[src/rtl/usr_seq_ctrl.sv]
// Sequencer driving one external universal shift register through whole TX/RX transactions.
// Optional abort support is compiled in with `define USR_SEQ_ABORT_EN.
module usr_seq_ctrl #(
    parameter int WIDTH    = 4,
    parameter int HOLD_CYC = 0
) (
    input  logic             clk,
    input  logic             rst,
    input  logic             cmd_valid,
    output logic             cmd_ready,
    input  logic [1:0]       cmd_op,
    input  logic [WIDTH-1:0] cmd_data,
    input  logic             ser_in,
    output logic             ser_in_req,
    output logic             ser_out,
    output logic             ser_out_valid,
    output logic             rsp_valid,
    input  logic             rsp_ready,
    output logic [WIDTH-1:0] rsp_data,
    output logic [1:0]       usr_sel,
    output logic             usr_r_serialin,
    output logic             usr_l_serialin,
    output logic [WIDTH-1:0] usr_parallel_in,
    input  logic [WIDTH-1:0] usr_q,
    input  logic             usr_out
`ifdef USR_SEQ_ABORT_EN
    ,
    input  logic             abort,
    output logic             abort_done
`endif
);

    localparam int CNT_W = (WIDTH > 1) ? $clog2(WIDTH) : 1;
    localparam logic [CNT_W-1:0] CNT_LAST  = CNT_W'(WIDTH - 1);
    localparam logic [3:0]       HOLD_LAST = 4'((HOLD_CYC > 0) ? HOLD_CYC - 1 : 0);

    typedef enum logic [2:0] {
        S_IDLE,
        S_LOAD,
        S_SHIFT,
        S_HOLD,
        S_DRAIN,
        S_RESP
    } state_t;

    state_t           state_q, state_d;
    logic [1:0]       op_q, op_d;
    logic [WIDTH-1:0] data_q, data_d;
    logic [WIDTH-1:0] rsp_data_q, rsp_data_d;
    logic [CNT_W-1:0] cnt_q, cnt_d;
    logic [3:0]       hold_q, hold_d;
    logic             sov_q, sov_d;
    logic             abort_done_q, abort_done_d;
    logic             abort_hit;
    logic             shift_bit;

`ifdef USR_SEQ_ABORT_EN
    assign abort_hit  = abort && (state_q == S_LOAD || state_q == S_SHIFT ||
                                  state_q == S_HOLD || state_q == S_DRAIN);
    assign abort_done = abort_done_q;
`else
    assign abort_hit  = 1'b0;
`endif

    // op_q[1] selects RX, op_q[0] selects a left shift
    assign shift_bit       = op_q[1] & ser_in;
    assign usr_parallel_in = data_q;
    assign rsp_data        = rsp_data_q;
    assign ser_out_valid   = sov_q;
    assign ser_out         = sov_q & usr_out;

    always_ff @(posedge clk or posedge rst) begin
        if (rst) begin
            state_q      <= S_IDLE;
            op_q         <= 2'b00;
            data_q       <= '0;
            rsp_data_q   <= '0;
            cnt_q        <= '0;
            hold_q       <= 4'd0;
            sov_q        <= 1'b0;
            abort_done_q <= 1'b0;
        end else begin
            state_q      <= state_d;
            op_q         <= op_d;
            data_q       <= data_d;
            rsp_data_q   <= rsp_data_d;
            cnt_q        <= cnt_d;
            hold_q       <= hold_d;
            sov_q        <= sov_d;
            abort_done_q <= abort_done_d;
        end
    end

    always_comb begin
        state_d        = state_q;
        op_d           = op_q;
        data_d         = data_q;
        rsp_data_d     = rsp_data_q;
        cnt_d          = cnt_q;
        hold_d         = hold_q;
        sov_d          = 1'b0;
        abort_done_d   = 1'b0;
        cmd_ready      = 1'b0;
        rsp_valid      = 1'b0;
        ser_in_req     = 1'b0;
        usr_sel        = 2'b00;
        usr_r_serialin = 1'b0;
        usr_l_serialin = 1'b0;

        case (state_q)
            S_IDLE: begin
                cmd_ready = ~rst;
                if (cmd_valid && cmd_ready) begin
                    op_d    = cmd_op;
                    data_d  = cmd_data;
                    cnt_d   = '0;
                    state_d = cmd_op[1] ? S_SHIFT : S_LOAD;
                end
            end
            S_LOAD: begin
                usr_sel = 2'b11;
                state_d = S_SHIFT;
            end
            S_SHIFT: begin
                usr_sel    = op_q[0] ? 2'b10 : 2'b01;
                ser_in_req = op_q[1];
                sov_d      = ~op_q[1];
                if (op_q[0]) begin
                    usr_l_serialin = shift_bit;
                end else begin
                    usr_r_serialin = shift_bit;
                end
                cnt_d = cnt_q + 1'b1;
                if (cnt_q == CNT_LAST) begin
                    state_d = S_DRAIN;
                end else if (HOLD_CYC > 0) begin
                    hold_d  = 4'd0;
                    state_d = S_HOLD;
                end else begin
                    state_d = S_SHIFT;
                end
            end
            S_HOLD: begin
                hold_d = hold_q + 4'd1;
                if (hold_q == HOLD_LAST) begin
                    state_d = S_SHIFT;
                end
            end
            // The register's last shift has settled; capture its contents
            S_DRAIN: begin
                rsp_data_d = usr_q;
                state_d    = S_RESP;
            end
            S_RESP: begin
                rsp_valid = 1'b1;
                if (rsp_ready) begin
                    state_d = S_IDLE;
                end
            end
            default: begin
                state_d = S_IDLE;
            end
        endcase

        if (abort_hit) begin
            usr_sel        = 2'b00;
            usr_r_serialin = 1'b0;
            usr_l_serialin = 1'b0;
            ser_in_req     = 1'b0;
            sov_d          = 1'b0;
            rsp_data_d     = rsp_data_q;
            abort_done_d   = 1'b1;
            state_d        = S_IDLE;
        end
    end

endmodule

[config.mk]
export PLATFORM = sky130hd
export DESIGN_NAME = usr_seq_ctrl
export DESIGN_NICKNAME = d
export VERILOG_FILES = /design/src/rtl/usr_seq_ctrl.sv
export SDC_FILE = /design/constraint.sdc
export NUM_CORES = 1
export LEC_CHECK = 0
export BUFFER_PORTS_ARGS = -buffer_cell sky130_fd_sc_hd__buf_2
export CAP_MARGIN = 10
export CORE_UTILIZATION = 52
export CTS_CLUSTER_DIAMETER = 40
export DETAILED_ROUTE_END_ITERATION = 10
export PLACE_DENSITY_LB_ADDON = 0.12
export SLEW_MARGIN = 40
export SYNTH_ARGS = -nofsm -noshare
export SYNTH_HDL_FRONTEND = slang
export SYNTH_SLANG_ARGS = --single-unit
[constraint.sdc]
create_clock -name clk -period 2.9 [get_ports clk]
set_input_delay 0.87 -clock clk [delete_from_list [all_inputs] [get_ports clk]]
set_output_delay 0.87 -clock clk [all_outputs]
set_load 0.005 [all_outputs]
# Word level (Yosys, flattened, before mapping)
# Cells that the tools add are included.
word_totals:
  output_inout_bits: 17
  ff_bits: 20
  input_bits: 16
classes:
  n_eq_ne: 9
  n_reduce_logical: 7
  addsub: 2
  bitwise: 4
  muxes: 18
op_table:
  columns: ["operator", "n"]
  rows:
  - ["$pmux W3 S6", 1]
  - ["$mux W3", 4]
  - ["$mux W1", 8]
  - ["$pmux W2 S2", 2]
  - ["$eq A3 B2 Y1 const B", 2]
  - ["$eq A3 B3 Y1 const B", 2]
  - ["$mux W2", 3]
  - ["$ne A2 B2 Y1 const B", 3]
  - ["$add A4 B1 Y4 const B", 1]
  - ["$logic_not A4 Y1", 1]
  - ["$reduce_and A2 Y1", 2]
  - ["$eq A3 B1 Y1 const B", 1]
  - ["$logic_not A3 Y1", 1]
  - ["$reduce_and A3 Y1", 1]
  - ["$add A2 B1 Y2 const B", 1]
  - ["$and A1 B1 Y1", 2]
  - ["$eq A2 B2 Y1 const B", 1]
  - ["$not A1 Y1", 2]
  - ["$reduce_bool A2 Y1", 1]
  - ["$logic_and A1 B1 Y1", 1]

# Logic depth before layout (Yosys ltp)
depth:
  depth_word: 4
  depth_mapped: 5
  mapped_depth_nobuf: 4

# Worst setup path before layout
# Ideal clock, no wire load.
synth_path:
  path_kind: "input to register"
  start: "in rst"
  end: "reg op_q[0]"
  required_ps: 2775
  path_slack_ps: 911
  arrival_time_ps: 1864
  setup_ps: 125
  stages: 3
  path_cell_list: "inv_1 > nand3_4 > mux2_2"
synth_between:
  elab_chain_cells: 3
synth_lines:
  columns: ["element", "line_no", "source"]
  rows:
  - ["from (decl)", "8", "input logic rst,"]
  - ["$not A1 Y1", "112", "cmd_ready = ~rst;"]
  - ["$logic_and A1 B1 Y1", "113", "if (cmd_valid && cmd_ready) begin"]
  - ["$reduce_and A2 Y1 (no source line)", null, null]
  - ["to (signal assigned)", "84", "op_q <= op_d;"]
  - ["to (decl)", "47", "logic [1:0] op_q, op_d;"]
# No other way between the ends.
# A chain may end at the register's enable or synchronous reset.

# Worst setup path after layout
layout_path:
  start: "reg state_q[1]"
  end: "out usr_l_serialin"
layout_between:
  elab_chain_cells: 2
layout_lines:
  columns: ["element", "line_no", "source"]
  rows:
  - ["from (decl)", "46", "state_t state_q, state_d;"]
  - ["from (signal assigned)", "83", "state_q <= state_d;"]
  - ["$eq A3 B2 Y1", "110", "case (state_q)"]
  - ["$mux W1", "110", null]
  - ["to (decl)", "22", "output logic usr_l_serialin,"]
# No other way between the ends.

==> results by stage <==
Placed design:
- The number of buffers inserted by port buffering is 32.
- The placed instances occupy a cell area of around 0.0012 sq mm.
- The HPWL after detailed placement is 1435 microns.
- The number of placed instances, taps included is between 100 and 150.
- At the end of routability-driven placement, the weighted congestion stood at 0.8392.

Logic synthesis:
- Of the post-synthesis cell area, the part taken by muxes is 0.1124.
- The unique cell type count in the Yosys netlist is 31.
- The synthesized-area fraction occupied by and/or/nand/nor cells is 0.1923.
- For this run, the register share of the synthesized area comes to 0.4994.
- Counting flops and latches in the post-synthesis netlist gives 20.
- The area share of fa/ha/maj cells after synthesis is 0.03745.
- The share of the synthesized area in compound gates (AO/OA/AOI/OAI) is 0.07491.
- The number of nets handed over by synthesis was 101.
- The count of warnings emitted by yosys is 0.
- The xor-xnor portion of the synthesized cell area is 0.02622.
- The area of the mapped netlist is ~0.001 sq mm.
- By area, the combinational part of the netlist is dominated by simple AND/OR/NAND/NOR gates.
- Synthesis produced a netlist whose cell count is 82.
- Dividing the synthesized area by the synthesized cell count gives 12.22 sq um.

Die:
- The floorplan step defined a core boundary enclosing about 0.0018 sq mm.
- The die is between 40 and 50 microns tall.
- The initial core utilization is 0.5681.
- The initialized floorplan defines 15 standard-cell rows.
- The full die area is 0.002107 sq mm.
- Pin placement for this block handled 33 I/O pins.
- The die is between 40 and 50 microns wide.

STA:
- The total count of hold-check failures in the final report is 0.
- For this run, the top clock speed supported by timing is 0.3884 GHz.
- Setup violations remaining at the end of the flow were counted as 0.
- The worst max-slew margin expressed relative to the limit is 0.6790.
- The slew at the pin closest to its max-slew limit is 481.5 ps.
- After routing, the total negative slack on setup checks comes to 0 ps.
- Setup repair after global routing left no endpoint under its margin.
- Dividing the final minimum period by the clock period gives 0.8878.
- The number of max-slew violations in the final report is 0.
- The minimum clock period is about 2600 ps.
- The setup clock skew after layout is 1.558 ps.

Run status:
- The flow ran to the end, and the final reports show no timing, DRC or antenna violations.

Final layout:
- Relative to the synthesized area, the layout overhead comes to 19.97%.
- The multi-input gate area in the final layout is 444.2 sq um.
- After filler insertion, the fill cell instance count of the layout stands at between 150 and 200.
- The antenna diode instance count is 0.
- The ratio of cells with drive above 1 in the final layout is 0.4696.
- After the flow finishes, the layout carries non-filler instances totaling 140.
- Summing all flip-flop and latch instances after layout gives between 500 and 600 sq um.
- The net count of the finished layout is approximately 140.
- After routing the design area is 0.001202 sq mm.

Pwr:
- After layout, the design draws a total of between 1 and 1.5 mW.
- The leakage power summed over all cells is 0.5952 nW.
- In this run the power density over the cells is approximately 1000 mW/mm^2.
- The worst-case IR drop observed on VDD is 0.6258 mV.

CTS:
- CTS built an H-tree with a depth of 1.
- Clock latency on the worst-skew pair, taken at its later pin, is 300 ps.
- The post-cts gate resize count is 0.
- The root buffer cell chosen for the clock tree is clkbuf_4.
- In this run, CTS created clock tree buffers numbering 3.
- The clock tree from TritonCTS is done.
- The clock passes through at most 2 buffers.
- The count of hold buffers inserted by post-cts repair is 0.
- Post-CTS timing repair inserted 0 buffers for setup.
- The number of clock sinks is 20.
- The CTS clock-pin slew for the worst setup and hold paths is about 110 ps.

Drt:
- The via total after detailed routing is 726.
- Dividing the detail-routed wire length by the instance count gives ~13 microns.
- The number of iterations in the first detailed-routing pass is 4.
- The detail route stage leaves a number of antenna-violating nets equal to 0.
- The number of design-rule violations left by the first detailed-router iteration is 12.
- The routed design has 1799 microns of wire.
- After detailed routing, the number of vias per cell comes to roughly 5.2.
- The post-route DRC violation count is 0.

Worst setup path:
- In this run the register-to-register setup slack is 1450 ps.
- The worst register-to-register path has a depth of 2.
- The worst setup path is launched from a register.
- The launch point of the worst path is state_q[1].
- The worst setup path is of the reg -> out kind.
- The arrival time of the worst setup path is 1700 ps.
- The end point of the critical path is usr_l_serialin.
- Of all nets on the critical path, the largest fanout is 9.
- In this run the critical register-to-register path is captured at rsp_data[1].
- The worst register-to-register path begins at state_q[2].
- The required time reported for the critical path endpoint is 2030 ps.
- The endpoint class of the critical path is an output port.

Min path:
- Counting instances, the worst hold path has a depth of 1.
- The min-delay analysis places its worst path in the category reg -> reg.

Global route:
- The largest net degree at the start of global routing is 14.
- Summed over all layers, the global routing overflow is 0.
- The number of antenna violations at the first check in global routing is 0.
- The number of global-route vias before repair came to 639.
- For this run, the total global-route usage over all layers was measured as 0.2007.
- The first global-routing pass estimated 2918 microns of wire.

Flow run:
- The count of maximum capacitance violations is 0.
==> synthesized netlist by cell type (all sizes together) <==
cell type,count,area [sq um]
xnor2,3,26.28
nor3,1,16.27
and3,2,13.77
dfrtp,20,500.5
or3,1,6.260
nand3,2,22.52
o2bb2ai,1,8.760
nor4,1,6.260
nor2,2,7.510
and3b,1,10.01
a22o,1,10.01
nor2b,2,12.51
buf,3,30.03
nand3b,1,7.510
a21oi,4,20.02
a311oi,1,8.760
nor4b,1,8.760
nand2,5,18.77
ha,3,37.54
nand4,2,12.51
clkbuf,1,5.000
mux2,10,112.6
a21o,1,7.510
a32o,1,10.01
inv,6,22.52
o21ai,2,10.01
nor3b,2,37.54
and2,2,12.51
==> power by group <==
| group | internal (mW) | switching, mW | leakage [nW] | total, mW |
|---|---|---|---|---|
| clock network | 0.0766 | 0.0815 | 0.0210 | 0.158 |
| registers | 0.410 | 0.132 | 0.248 | 0.542 |
| logic | 0.289 | 0.216 | 0.326 | 0.505 |
==> cell type report <==
cell class              count  area share
clock buffers               4     0.03018
well taps                  25     0.02601
multi-input cells          52      0.3694
flip-flops and latches     20      0.4162
inverters                   6     0.01873
repair buffers             33      0.1394
==> metal layers <==
metal / GRT usage / up-vias / part of all wire
met1: 0.2853 / 350 / 0.43
met3: 0.02381 / 2 / 0.038
li1: - / 357 / -
met4: 0.08824 / 0 / 0.0078
met2: 0.3070 / 17 / 0.52
met5: 0 / - / 0
==> worst min-delay path by stage <==
stage          startpoint             to
6_report        hold_q[3]      hold_q[3]
3_5_place_dp    hold_q[3]      hold_q[3]
3_3_place_gp      op_q[1]  ser_out_valid
5_1_grt         hold_q[3]      hold_q[3]
4_1_cts         hold_q[3]      hold_q[3]
2_1_floorplan     op_q[1]  ser_out_valid
==> critical path: stages (launching register included) <==
cell and delay (ps):
dfrtp_1 580, nor3b_4 390, and2_1 190, and3_1 140, buf_2 100
==> sequential cells by signal (all words and copies together) (netlist names) <==
register and cells:
state_q 3, rsp_data 4, cnt_q 2, usr_parallel_in 4
op_q 2, ser_out_valid 1, hold_q 4
==> logic make-up after synthesis <==
kind of cell | count (synthesis)
DFF | 20
buffers and inverters | 10
AOI/OAI and AO/OA | 11
adders and majority gates | 3
muxes | 10
xor gates and xnor gates | 3
and+or+nand+nor | 25
==> cell usage in the layout, fill, tap and decap left out, types with 2 or more instances in the layout <==
cell type  netlist  final
a21oi_1          4      4
and2_1           2      2
buf_2            0     32
clkbuf_4         0      3
dfrtp_1         20     20
ha_1             3      3
inv_1            6      6
mux2_2          10     10
nand2_1          5      5
nand4_1          2      2
nor2_1           2      2
nor2b_1          2      2
nor3b_4          2      2
o21ai_0          2      2
xnor2_1          3      3
==> stage by stage <==
| stage | hold slack, ps | util | worst slack (ps) |
|---|---|---|---|
| after global placement | 460.0 | 0.6610 | 709.8 |
| after CTS | 487.7 | 0.6816 | 311.9 |
| after global routing | 513.5 | 0.6816 | 171.8 |
| after floorplan | 432.0 | - | 911.3 |
| after detailed placement | 468.4 | 0.6610 | 651.2 |
| final | 485.2 | 0.6816 | 325.2 |
Power figures use the tool's default switching activity.
